### config.mk
export PLATFORM = sky130hd
export DESIGN_NAME = fcs_rx_ctrl
export DESIGN_NICKNAME = d
export VERILOG_FILES = /design/src/rtl/fcs_ctrl_pkg.sv /design/src/rtl/fcs_check_parallel.sv /design/src/rtl/fcs_rx_ctrl.sv
export SDC_FILE = /design/constraint.sdc
export NUM_CORES = 1
export LEC_CHECK = 0
export ABC_AREA = 1
export ABC_CLOCK_PERIOD_IN_PS = 1800
export BUFFER_PORTS_ARGS = -buffer_cell sky130_fd_sc_hd__buf_2
export CORE_ASPECT_RATIO = 1.5
export CORE_MARGIN = 2
export CORE_UTILIZATION = 30
export DETAILED_ROUTE_END_ITERATION = 16
export PLACE_DENSITY = 0.43
export SLEW_MARGIN = 5
export SYNTH_ARGS = -nofsm -noshare
export SYNTH_HDL_FRONTEND = slang
export SYNTH_HIERARCHICAL = 1
export SYNTH_SLANG_ARGS = --single-unit
### constraint.sdc
create_clock -name clk -period 1.8 [get_ports clk]
set_clock_uncertainty 0.2 [all_clocks]
set_input_delay 0.09 -clock clk [delete_from_list [all_inputs] [get_ports clk]]
set_output_delay 0.09 -clock clk [all_outputs]
set_load 0.02 [all_outputs]
### src/rtl/fcs_ctrl_pkg.sv
// -----------------------------------------------------------------------------
// fcs_ctrl_pkg
// Shared definitions for the Ethernet FCS receive controller:
//   - controller state encoding
//   - default legal frame-length limits (FCS included)
//   - delay-line depth and length-counter width
//   - CRC-32 constants and a byte-wide reflected CRC-32 update helper
// -----------------------------------------------------------------------------
package fcs_ctrl_pkg;

   localparam int MIN_LEN_DEFAULT = 64;
   localparam int MAX_LEN_DEFAULT = 1518;
   localparam int DLY_DEPTH       = 4;
   localparam int LEN_W           = 11;

   localparam logic [31:0] CRC_INIT    = 32'hFFFF_FFFF;
   localparam logic [31:0] CRC_POLY    = 32'hEDB8_8320;
   // Register value left after running data plus its own (inverted) FCS
   localparam logic [31:0] CRC_RESIDUE = 32'hDEBB_20E3;

   typedef enum logic [2:0] {
      ST_IDLE   = 3'd0,
      ST_FILL   = 3'd1,
      ST_RUN    = 3'd2,
      ST_DRAIN  = 3'd3,
      ST_RESULT = 3'd4,
      ST_ABORT  = 3'd5
   } state_t;

   // LSB-first CRC-32 update over one byte
   function automatic logic [31:0] crc32_byte(input logic [31:0] crc, input logic [7:0] data);
      logic [31:0] c;
      c = crc ^ {24'd0, data};
      for (int b = 0; b < 8; b++) begin
         c = c[0] ? ((c >> 1) ^ CRC_POLY) : (c >> 1);
      end
      return c;
   endfunction

endpackage

### src/rtl/fcs_check_parallel.sv
// -----------------------------------------------------------------------------
// fcs_check_parallel
// Byte-parallel CRC-32 frame checker. Runs the CRC over every byte of the
// frame including the trailing FCS and flags an error unless the register
// ends on the CRC-32 residue after an end_of_frame was seen.
// Ports:
//   i_clk        clock
//   i_rst        asynchronous active-high reset
//   i_sof        first byte of a frame (restarts the CRC)
//   i_eof        first FCS byte of the frame
//   i_valid      i_data is a frame byte this cycle
//   i_data       frame byte
//   o_fcs_error  1 unless the bytes seen so far form a complete, valid frame
// -----------------------------------------------------------------------------
module fcs_check_parallel
   import fcs_ctrl_pkg::*;
(
   input  logic       i_clk,
   input  logic       i_rst,
   input  logic       i_sof,
   input  logic       i_eof,
   input  logic       i_valid,
   input  logic [7:0] i_data,
   output logic       o_fcs_error
);

   logic [31:0] r_crc;
   logic        r_seen_eof;
   logic        r_fcs_error;
   logic [31:0] w_crc_nxt;
   logic        w_seen_nxt;

   // Next CRC / end-of-frame tracking for the byte on the input
   always_comb begin
      w_crc_nxt  = r_crc;
      w_seen_nxt = r_seen_eof;
      if (i_valid) begin
         w_crc_nxt  = crc32_byte(i_sof ? CRC_INIT : r_crc, i_data);
         w_seen_nxt = i_eof | (r_seen_eof & ~i_sof);
      end else begin
         w_crc_nxt  = r_crc;
         w_seen_nxt = r_seen_eof;
      end
   end

   // CRC state and registered verdict
   always_ff @(posedge i_clk or posedge i_rst) begin
      if (i_rst) begin
         r_crc       <= CRC_INIT;
         r_seen_eof  <= 1'b0;
         r_fcs_error <= 1'b1;
      end else begin
         r_crc       <= w_crc_nxt;
         r_seen_eof  <= w_seen_nxt;
         r_fcs_error <= ~(w_seen_nxt && (w_crc_nxt == CRC_RESIDUE));
      end
   end

   assign o_fcs_error = r_fcs_error;

endmodule

### src/rtl/fcs_rx_ctrl.sv
// -----------------------------------------------------------------------------
// fcs_rx_ctrl
// Receive-side FCS controller. Buffers incoming bytes in a 4-deep delay line
// so the trailing FCS never reaches the payload output, feeds the frame to
// fcs_check_parallel, forwards the payload and reports a per-frame status.
// Ports:
//   clk, reset_n                 clock, asynchronous active-low reset
//   rx_valid/rx_data/rx_last     input byte stream (FCS last), rx_ready back
//   out_valid/out_data/out_last  payload stream with FCS stripped
//   stat_valid                   one-cycle status pulse
//   stat_fcs_ok/stat_len_err/stat_abort/stat_len  status, held until next pulse
// -----------------------------------------------------------------------------
module fcs_rx_ctrl
   import fcs_ctrl_pkg::*;
#(
   parameter int MIN_LEN = MIN_LEN_DEFAULT,
   parameter int MAX_LEN = MAX_LEN_DEFAULT
) (
   input  logic             clk,
   input  logic             reset_n,
   input  logic             rx_valid,
   input  logic [7:0]       rx_data,
   input  logic             rx_last,
   output logic             rx_ready,
   output logic             out_valid,
   output logic [7:0]       out_data,
   output logic             out_last,
   output logic             stat_valid,
   output logic             stat_fcs_ok,
   output logic             stat_len_err,
   output logic             stat_abort,
   output logic [LEN_W-1:0] stat_len
);

   state_t                    r_state;
   logic [DLY_DEPTH-1:0][7:0] r_dly;
   logic [LEN_W-1:0]          r_len;
   logic [1:0]                r_drain_cnt;
   logic                      r_fwd;
   logic                      r_chk_clr;
   logic                      r_rx_ready;
   logic                      r_out_valid;
   logic [7:0]                r_out_data;
   logic                      r_out_last;
   logic                      r_stat_valid;
   logic                      r_stat_fcs_ok;
   logic                      r_stat_len_err;
   logic                      r_stat_abort;
   logic [LEN_W-1:0]          r_stat_len;

   logic             w_accept;
   logic             w_at_byte4;
   logic             w_feed;
   logic             w_sof;
   logic             w_eof;
   logic             w_payload;
   logic             w_fcs_error;
   logic             w_chk_rst;
   logic             w_len_err;
   logic [7:0]       w_feed_data;
   logic [LEN_W-1:0] w_len_inc;

   assign w_accept    = rx_valid & r_rx_ready;
   // r_len equals the index of the byte currently on the input
   assign w_at_byte4  = (r_len == LEN_W'(DLY_DEPTH));
   assign w_len_inc   = (r_len == {LEN_W{1'b1}}) ? r_len : (r_len + 11'd1);
   assign w_len_err   = (int'(r_len) < MIN_LEN) || (int'(r_len) > MAX_LEN);
   assign w_feed_data = r_dly[DLY_DEPTH-1];
   assign w_chk_rst   = ~reset_n | r_chk_clr;

   // Checker feed decode: delayed byte goes in while filling past byte 4,
   // while running, and for the four buffered FCS bytes while draining
   always_comb begin
      w_feed    = 1'b0;
      w_sof     = 1'b0;
      w_eof     = 1'b0;
      w_payload = 1'b0;
      case (r_state)
         ST_FILL: begin
            w_feed    = w_accept & w_at_byte4;
            w_sof     = w_accept & w_at_byte4;
            w_payload = w_accept & w_at_byte4;
         end
         ST_RUN: begin
            w_feed    = w_accept;
            w_payload = w_accept;
         end
         ST_DRAIN: begin
            w_feed = 1'b1;
            w_eof  = (r_drain_cnt == 2'd0);
         end
         default: begin
            w_feed = 1'b0;
         end
      endcase
   end

   fcs_check_parallel u_chk (
      .i_clk       (clk),
      .i_rst       (w_chk_rst),
      .i_sof       (w_sof),
      .i_eof       (w_eof),
      .i_valid     (w_feed),
      .i_data      (w_feed_data),
      .o_fcs_error (w_fcs_error)
   );

   // Controller FSM, delay line, counters and all registered outputs
   always_ff @(posedge clk or negedge reset_n) begin
      if (!reset_n) begin
         r_state        <= ST_IDLE;
         r_dly          <= '0;
         r_len          <= '0;
         r_drain_cnt    <= 2'd0;
         r_fwd          <= 1'b0;
         r_chk_clr      <= 1'b0;
         r_rx_ready     <= 1'b1;
         r_out_valid    <= 1'b0;
         r_out_data     <= 8'd0;
         r_out_last     <= 1'b0;
         r_stat_valid   <= 1'b0;
         r_stat_fcs_ok  <= 1'b0;
         r_stat_len_err <= 1'b0;
         r_stat_abort   <= 1'b0;
         r_stat_len     <= '0;
      end else begin
         r_out_valid  <= 1'b0;
         r_out_last   <= 1'b0;
         r_stat_valid <= 1'b0;
         r_chk_clr    <= 1'b0;

         if (w_accept) begin
            r_dly <= {r_dly[DLY_DEPTH-2:0], rx_data};
         end else if (r_state == ST_DRAIN) begin
            r_dly <= {r_dly[DLY_DEPTH-2:0], 8'd0};
         end else begin
            r_dly <= r_dly;
         end

         if (w_payload) begin
            r_out_valid <= 1'b1;
            r_out_data  <= w_feed_data;
            r_out_last  <= rx_last;
            r_fwd       <= 1'b1;
         end

         case (r_state)
            ST_IDLE: begin
               r_fwd <= 1'b0;
               if (w_accept) begin
                  r_len <= 11'd1;
                  if (rx_last) begin
                     r_state    <= ST_ABORT;
                     r_rx_ready <= 1'b0;
                     r_chk_clr  <= 1'b1;
                  end else begin
                     r_state <= ST_FILL;
                  end
               end
            end
            ST_FILL, ST_RUN: begin
               if (!rx_valid) begin
                  r_state    <= ST_ABORT;
                  r_rx_ready <= 1'b0;
                  r_chk_clr  <= 1'b1;
               end else begin
                  r_len <= w_len_inc;
                  if (rx_last && (r_state == ST_FILL) && !w_at_byte4) begin
                     // runt: the FCS alone would not fit
                     r_state    <= ST_ABORT;
                     r_rx_ready <= 1'b0;
                     r_chk_clr  <= 1'b1;
                  end else if (rx_last) begin
                     r_state     <= ST_DRAIN;
                     r_rx_ready  <= 1'b0;
                     r_drain_cnt <= 2'd0;
                  end else if (w_at_byte4) begin
                     r_state <= ST_RUN;
                  end
               end
            end
            ST_DRAIN: begin
               if (r_drain_cnt == 2'd3) begin
                  r_state <= ST_RESULT;
               end else begin
                  r_drain_cnt <= r_drain_cnt + 2'd1;
               end
            end
            ST_RESULT: begin
               r_stat_valid   <= 1'b1;
               r_stat_fcs_ok  <= ~w_fcs_error;
               r_stat_len_err <= w_len_err;
               r_stat_abort   <= 1'b0;
               r_stat_len     <= r_len;
               r_state        <= ST_IDLE;
               r_rx_ready     <= 1'b1;
            end
            ST_ABORT: begin
               r_stat_valid   <= 1'b1;
               r_stat_fcs_ok  <= 1'b0;
               r_stat_len_err <= w_len_err;
               r_stat_abort   <= 1'b1;
               r_stat_len     <= r_len;
               // terminate a partially forwarded payload with a marker beat
               r_out_valid    <= r_fwd;
               r_out_last     <= r_fwd;
               r_out_data     <= 8'd0;
               r_fwd          <= 1'b0;
               r_state        <= ST_IDLE;
               r_rx_ready     <= 1'b1;
            end
            default: begin
               r_state    <= ST_IDLE;
               r_rx_ready <= 1'b1;
            end
         endcase
      end
   end

   assign rx_ready     = r_rx_ready;
   assign out_valid    = r_out_valid;
   assign out_data     = r_out_data;
   assign out_last     = r_out_last;
   assign stat_valid   = r_stat_valid;
   assign stat_fcs_ok  = r_stat_fcs_ok;
   assign stat_len_err = r_stat_len_err;
   assign stat_abort   = r_stat_abort;
   assign stat_len     = r_stat_len;

endmodule

# Yosys cells after proc, flatten, opt, wreduce, memory -nomap -nowiden
# Cells that the tools add are included.
dict set report op_classes {
  addsub 2
  n_lt_le_gt_ge 2
  eq_ne 17
  muxes 55
  bitwise_logic 19
  n_reduce_logical 20
}
# operator count
set ops {}
lappend ops {{$mux W32} 12}
lappend ops {{$not A13 Y14} 8}
lappend ops {{$mux W11} 3}
lappend ops {{$eq A32 B32 Y1 const B} 1}
lappend ops {{$xor A32 B8 Y32} 1}
lappend ops {{$pmux W11 S2} 1}
lappend ops {{$mux W3} 7}
lappend ops {{$mux W1} 18}
lappend ops {{$mux W8} 2}
lappend ops {{$ne A2 B2 Y1 const B} 6}
lappend ops {{$reduce_bool A2 Y1} 6}
lappend ops {{$add A11 B1 Y11 const B} 1}
lappend ops {{$eq A11 B11 Y1 const B} 1}
lappend ops {{$eq A11 B3 Y1 const B} 1}
lappend ops {{$gt A11 B11 Y1 const B} 1}
lappend ops {{$lt A11 B7 Y1 const B} 1}
lappend ops {{$pmux W3 S3} 1}
lappend ops {{$mux W2} 4}
lappend ops {{$pmux W1 S2} 4}
lappend ops {{$eq A3 B2 Y1 const B} 2}
lappend ops {{$eq A3 B3 Y1 const B} 2}
lappend ops {{$pmux W1 S3} 2}
lappend ops {{$reduce_or A2 Y1} 3}
lappend ops {{$ne A5 B5 Y1 const B} 1}
lappend ops {{17 further kinds} 26}
dict set report word_totals {
  regBits 110
  input_bits 12
  output_inout_bits 26
  wordCells 136
}

# Logic depth before layout (Yosys ltp)
dict set report logic_depth {
  ltp_word 25
  ltp_mapped 24
  mapped_depth_nobuf 23
}

# By module
# The synthesis kept the hierarchy.
# mod instances cells_each area_per_inst_um2 seq_area_each_um2
set modules_own_cells {}
lappend modules_own_cells {fcs_rx_ctrl 1 419 3582.2 1903.1}
lappend modules_own_cells {fcs_check_parallel 1 473 2992.9 892.1}

# Worst setup path after synthesis
# No wires, ideal clock.
dict set report synth_timing {
  path_kind {register to register}
  startpoint {reg r_rx_ready (netlist: rx_ready)}
  endpoint {reg u_chk.r_fcs_error (netlist: u_chk/o_fcs_error)}
  setup_time_ps 83
  arrival_time_ps 2603
  t_required_ps 1517
  path_slack_ps -1086
  stages_incl_launch_ff 15
  path_buffers 5
  period_less_slack_ps 2886
  cell_sequence {dfstp_2 > buf_2 > nand4_2 > nand2_2 > inv_2 > buf_6 > nand2_1 > clkbuf_1 > clkbuf_1 > clkbuf_1 > o21ai_0 > nor2_1 > nand2_1 > nor2_1 > nand3_1}
}
dict set report synth_between {
  elab_cells_between_ends 30
  classes_between {eq/ne (1); mux (13); bitwise (15); reduce/logical (1)}
}
# element line_no
set synth_lines {}
lappend synth_lines {{start: declaration} fcs_rx_ctrl.sv:41} ;# logic r_rx_ready;
lappend synth_lines {{start signal: assignment} fcs_rx_ctrl.sv:117} ;# r_rx_ready <= 1'b1;
lappend synth_lines {{start signal: assignment} fcs_rx_ctrl.sv:154} ;# r_rx_ready <= 1'b0;
lappend synth_lines {{start signal: assignment} fcs_rx_ctrl.sv:164} ;# r_rx_ready <= 1'b0;
lappend synth_lines {{$and A1 B1 Y1 (*)} fcs_rx_ctrl.sv:63} ;# assign w_accept = rx_valid & r_rx_ready;
lappend synth_lines {{$and A1 B1 Y1} fcs_rx_ctrl.sv:80} ;# w_feed = w_accept & w_at_byte4;
lappend synth_lines {{$pmux W1 S3 (*)} fcs_rx_ctrl.sv:78} ;# case (r_state)
lappend synth_lines {{via w_feed} fcs_rx_ctrl.sv:53} ;# logic w_feed;
lappend synth_lines {{$mux W32} fcs_check_parallel.sv:37} ;# if (i_valid) begin
lappend synth_lines {{$eq A32 B32 Y1} fcs_check_parallel.sv:55} ;# r_fcs_error <= ~(w_seen_nxt && (w_crc_nxt == CRC_RESIDUE));
lappend synth_lines {{$logic_and A1 B1 Y1 (*)} fcs_check_parallel.sv:55}
lappend synth_lines {{$not A1 Y1 (*)} fcs_check_parallel.sv:55}
lappend synth_lines {{end signal: assignment} fcs_check_parallel.sv:55}
lappend synth_lines {{end: declaration} fcs_check_parallel.sv:29} ;# logic r_fcs_error;
# Mark *: on every way through the listed nets, which the timed path passes. The rest lies on a longest branch.
# A chain may end at the register's enable or synchronous reset.

# Worst setup path after layout
dict set report layout_timing {
  startpoint {reg r_len[1]}
  endpoint {reg u_chk.r_fcs_error (netlist: u_chk/o_fcs_error)}
}
dict set report layout_between {
  elab_cells_between_ends 30
  classes_between {eq/ne (2); mux (13); bitwise (14); reduce/logical (1)}
}
# element line_no
set layout_lines {}
lappend layout_lines {{start: declaration} fcs_rx_ctrl.sv:37} ;# logic [LEN_W-1:0] r_len;
lappend layout_lines {{start signal: assignment} fcs_rx_ctrl.sv:167} ;# r_len <= w_len_inc;
lappend layout_lines {{$eq A11 B3 Y1 (*)} fcs_rx_ctrl.sv:65} ;# assign w_at_byte4 = (r_len == LEN_W'(DLY_DEPTH));
lappend layout_lines {{$and A1 B1 Y1 (*)} fcs_rx_ctrl.sv:81} ;# w_sof = w_accept & w_at_byte4;
lappend layout_lines {{$mux W1 (*)} fcs_rx_ctrl.sv:78}
lappend layout_lines {{via w_sof} fcs_rx_ctrl.sv:54} ;# logic w_sof;
lappend layout_lines {{$mux W32 (*)} fcs_check_parallel.sv:38} ;# w_crc_nxt = crc32_byte(i_sof ? CRC_INIT : r_crc, i_data);
lappend layout_lines {{$xor A32 B8 Y32 (*)} fcs_ctrl_pkg.sv:33} ;# c = crc ^ {24'd0, data};
lappend layout_lines {{$mux W32 (*) (6 in a row)} fcs_ctrl_pkg.sv:35} ;# c = c[0] ? ((c >> 1) ^ CRC_POLY) : (c >> 1);
lappend layout_lines {{$not A13 Y14 (no source line) or $mux W32 (tied branches)} -}
lappend layout_lines {{$mux W32 (*)} fcs_ctrl_pkg.sv:35}
lappend layout_lines {{$not A13 Y14 (no source line)} -}
lappend layout_lines {{$mux W32 (*)} fcs_ctrl_pkg.sv:35}
lappend layout_lines {{$mux W32 (*)} fcs_check_parallel.sv:37}
lappend layout_lines {{via u_chk.w_crc_nxt[29]} fcs_check_parallel.sv:30} ;# logic [31:0] w_crc_nxt;
lappend layout_lines {{$eq A32 B32 Y1 (*)} fcs_check_parallel.sv:55}
lappend layout_lines {{$logic_and A1 B1 Y1 (*)} fcs_check_parallel.sv:55}
lappend layout_lines {{$not A1 Y1 (*)} fcs_check_parallel.sv:55}
# Marks and branches as above.

==> reports/qor.yml <==
drv_cap: 0
clkLatencyLatePin_ps: 380
grt.overflow.total: 0
fin_util: 0.467
h-tree-depth: 3
synthMuxAreaShare: 0.0120
grt_pass1_vias: 6599
p_int_mw: 11.5
cp_num_buf_inv: 4
fillCellCount: 2235
synth_top_family_by_area: "simple AND/OR/NAND/NOR gates"
crit_path_top_delay_cell: "dfrtp_1"
yosys_warnings: 6
final_common_cell: "nand2_1"
crit_path_max_incr_delay_ps: 400
power_switching_mw: 10.4
hold_violations: 0
place_ws_ps: -1270
cts_tree: "done"
post-dp-hpwl_um: 16200
required_ps: 1890
grt.total_usage: 0.193
cp_cell_sequence: "inv_2 > ha_4 > nand3_4 > nor2_4 > nand3_4 > inv_8 > buf_4 > nor2_1 > nand2_1 > nand2_4 > buf_6 > nand2_4 > nand2_8 > nand2_1 > nand2_2 > nand2_4 > nand2_1 > nand2_1 > nand2_2 > nor2_1 > nand2_1 > nor2_1 > nand3_1"
worst_slack_ps: -1080
gp_congestion: 0.889
dr_wl_met3_um: 623
layoutNonFillerInstCount: 1388
ys_seq_area_frac: 0.425
crit_path_end_kind: "flip-flop"
ant_nets: 0
netlist_area_mm2: 0.00658
crit_family: "simple AND/OR/NAND/NOR gates"
synth_cells: 892
p_comb_frac: 0.702
crit_arrival_ps: 2980
core_mm2: 0.0216
placedCellCount: 1319
die_h_um: 185
pwr-share-clk: 0.097
rsz0062_at_grt: "yes"
drt_first_pass_iters: 4
cts_max_path_buffers: 2
synth_top_area_cell: "dfrtp_1"
wl_met1_um: 8210
diodes: 0
fin_nets: 1127
power_mw: 21.9
violations: "negative setup slack"
synth_nets: 908
drc_errors: 0
final_cell_mix: "nand2_1 (198), buf_4 (131), nor2_1 (81)"
tightest_slew_ps: 581
clock_sink_count: 110
vias: 6432
area.growth.synth_to_final_pct: 53.7
first_iter_violations: 261
yosys-top-cells-area: "dfrtp_1 (29%), nand2_1 (17%), dfstp_2 (14%), nor2_1 (5.5%), nand3_1 (4.9%)"
max_clock_freq_mhz: 347
dr.max_layer_used: "met4"
setup_viol: 44
status: "complete, but fails checks"
leakage_nw: 5.00
cts_buffers: 9
pwr-share-seq: 0.201
die-area_mm2: 0.0231
drive_above_1_share: 0.486
antenna_found_initial: 0
critPathLaunchType: "flip-flop"
slew_headroom: 0.612
crit_top_cell: "nand2_1"
worst-setup-path-type: "flip-flop to flip-flop"
drt-wirelength-per-cell_um: 16.0
switching_share: 0.476
routed_via_density: 4.63
synthXorXnorAreaFrac: 0.0266
synth_compound_area_frac: 0.0695
synth_fa_ha_area_frac: 0.00761
num_io_pins: 38
port-buffer-count: 37
fp.dieW_um: 125
synth_top_area_share: 0.289
grt_max_degree: 65
crit_path_max_fanout: 8
powerDensity_mw_per_mm2: 2170
synthSimpleGateAreaFrac: 0.374
syn_area_per_cell_um2: 7.37
layout_worst_path_cycle_share: 1.60
ys_types: 36
num_rows: 66
ys_ff_latch: 110
clk_transition_reported_paths_ps: 90
hold_class: "primary input to flip-flop"
slew_violations: 0
root_buffer: "clkbuf_16"
period_minus_slack_ps: 2880
start_util: 0.304
ir_worst_vdd_uv: 960
grt_pass1_wl_um: 34400
wirelength_um: 22100
route.met2.wl_um: 12300
## Yosys cell counts, drive strengths merged
master,instances
a21oi,26
buf,21
clkbuf,9
dfrtp,76
dfstp,34
ha,4
inv,93
mux2,7
nand2,336
nand3,66
nand3b,9
nand4,17
nor2,110
nor3,2
o211ai,1
o21ai,48
o21bai,2
or2,11
xnor2,5
xor2,15
## sequential cells by signal, indices dropped and copies added (netlist names), 2 cells and up
| signal | count |
|---|---|
| r_drain_cnt | 2 |
| r_len | 11 |
| r_dly | 24 |
| stat_len | 11 |
| w_feed_data | 8 |
| u_chk/r_crc | 32 |
| r_state | 3 |
| out_data | 8 |
## cell type report
| cell class | count | area (µm²) | area share |
|---|---|---|---|
| Clock buffer | 9 | 225 | 0.0223 |
| Clock inverter | 7 | 87.6 | 0.00867 |
| Inverter | 93 | 392 | 0.0388 |
| Multi-Input combinational cell | 660 | 4200 | 0.416 |
| Sequential cell | 110 | 2800 | 0.277 |
| Tap cell | 272 | 340 | 0.0337 |
| Timing Repair Buffer | 237 | 2060 | 0.204 |
## layer usage
layer  vias to the layer above  GRT usage
li1                       3224          -
met1                      3066      0.192
met2                        96      0.377
met3                        46     0.0341
met4                         0      0.104
met5                         -          0
## worst paths after layout
path	endpoint	slack [ps]	cells after the start	from
setup / recovery	u_chk/o_fcs_error$_DFF_PP1_	-1080	23	r_len[1]$_DFFE_PN0P_
hold / removal	r_dly[7]$_DFFE_PN0P_	20	4	rx_valid
setup reg to reg	u_chk/o_fcs_error$_DFF_PP1_	-1080	23	r_len[1]$_DFFE_PN0P_
hold reg to reg	u_chk/r_seen_eof$_DFF_PP0_	240	4	r_chk_clr$_DFF_PN0_
max in group asynchronous	r_drain_cnt[0]$_DFFE_PN0P_	360	3	reset_n
min in group asynchronous	rx_ready$_DFFE_PN1P_	40	2	reset_n
## cells by family after synthesis
logic type,after synthesis
AOI/OAI and AO/OA,77
xor gates and xnor gates,20
adders and majority gates,4
buffers and inverters,123
DFF,110
muxes,7
and+or+nand+nor,551
## through the flow
| stage | TNS, ps | area, µm² | hold WS [ps] |
|---|---|---|---|
| 3_3_place_gp | -30750 | 8200 | -235 |
| 4_1_cts | -22950 | 9460 | 4.96 |
| 3_5_place_dp | -31680 | 8200 | -232 |
| 6_report | -24750 | 10100 | 20.0 |
| 2_1_floorplan | -15200 | 6730 | -406 |
| 5_1_grt | -30930 | 10100 | 32.9 |
## tightest hold or removal path: cells and delay by family
family	cells	cell delay (ps)
AND/OR/NAND/NOR	2	140
buffers and inverters	2	320
## power groups by stage
stage | Combinational (mW) | Sequential [mW] | Clock [mW]
floorplan | 6.71 | 4.49 | 0
global placement | 11.2 | 4.42 | 0
detailed placement | 11.2 | 4.41 | 0
CTS | 13.5 | 4.42 | 2.21
global route | 16.7 | 4.56 | 2.28
finish | 15.4 | 4.42 | 2.12
## repair_timing
item,in CTS,in global routing
resized for setup,151,150
endpoints found under the setup margin,76,95
buffers inserted,32,17
pin swaps,68,78
hold buffers,11,0
hold endpoints to repair,89,0
gates cloned,2,1
Power figures use the tool's default switching activity.
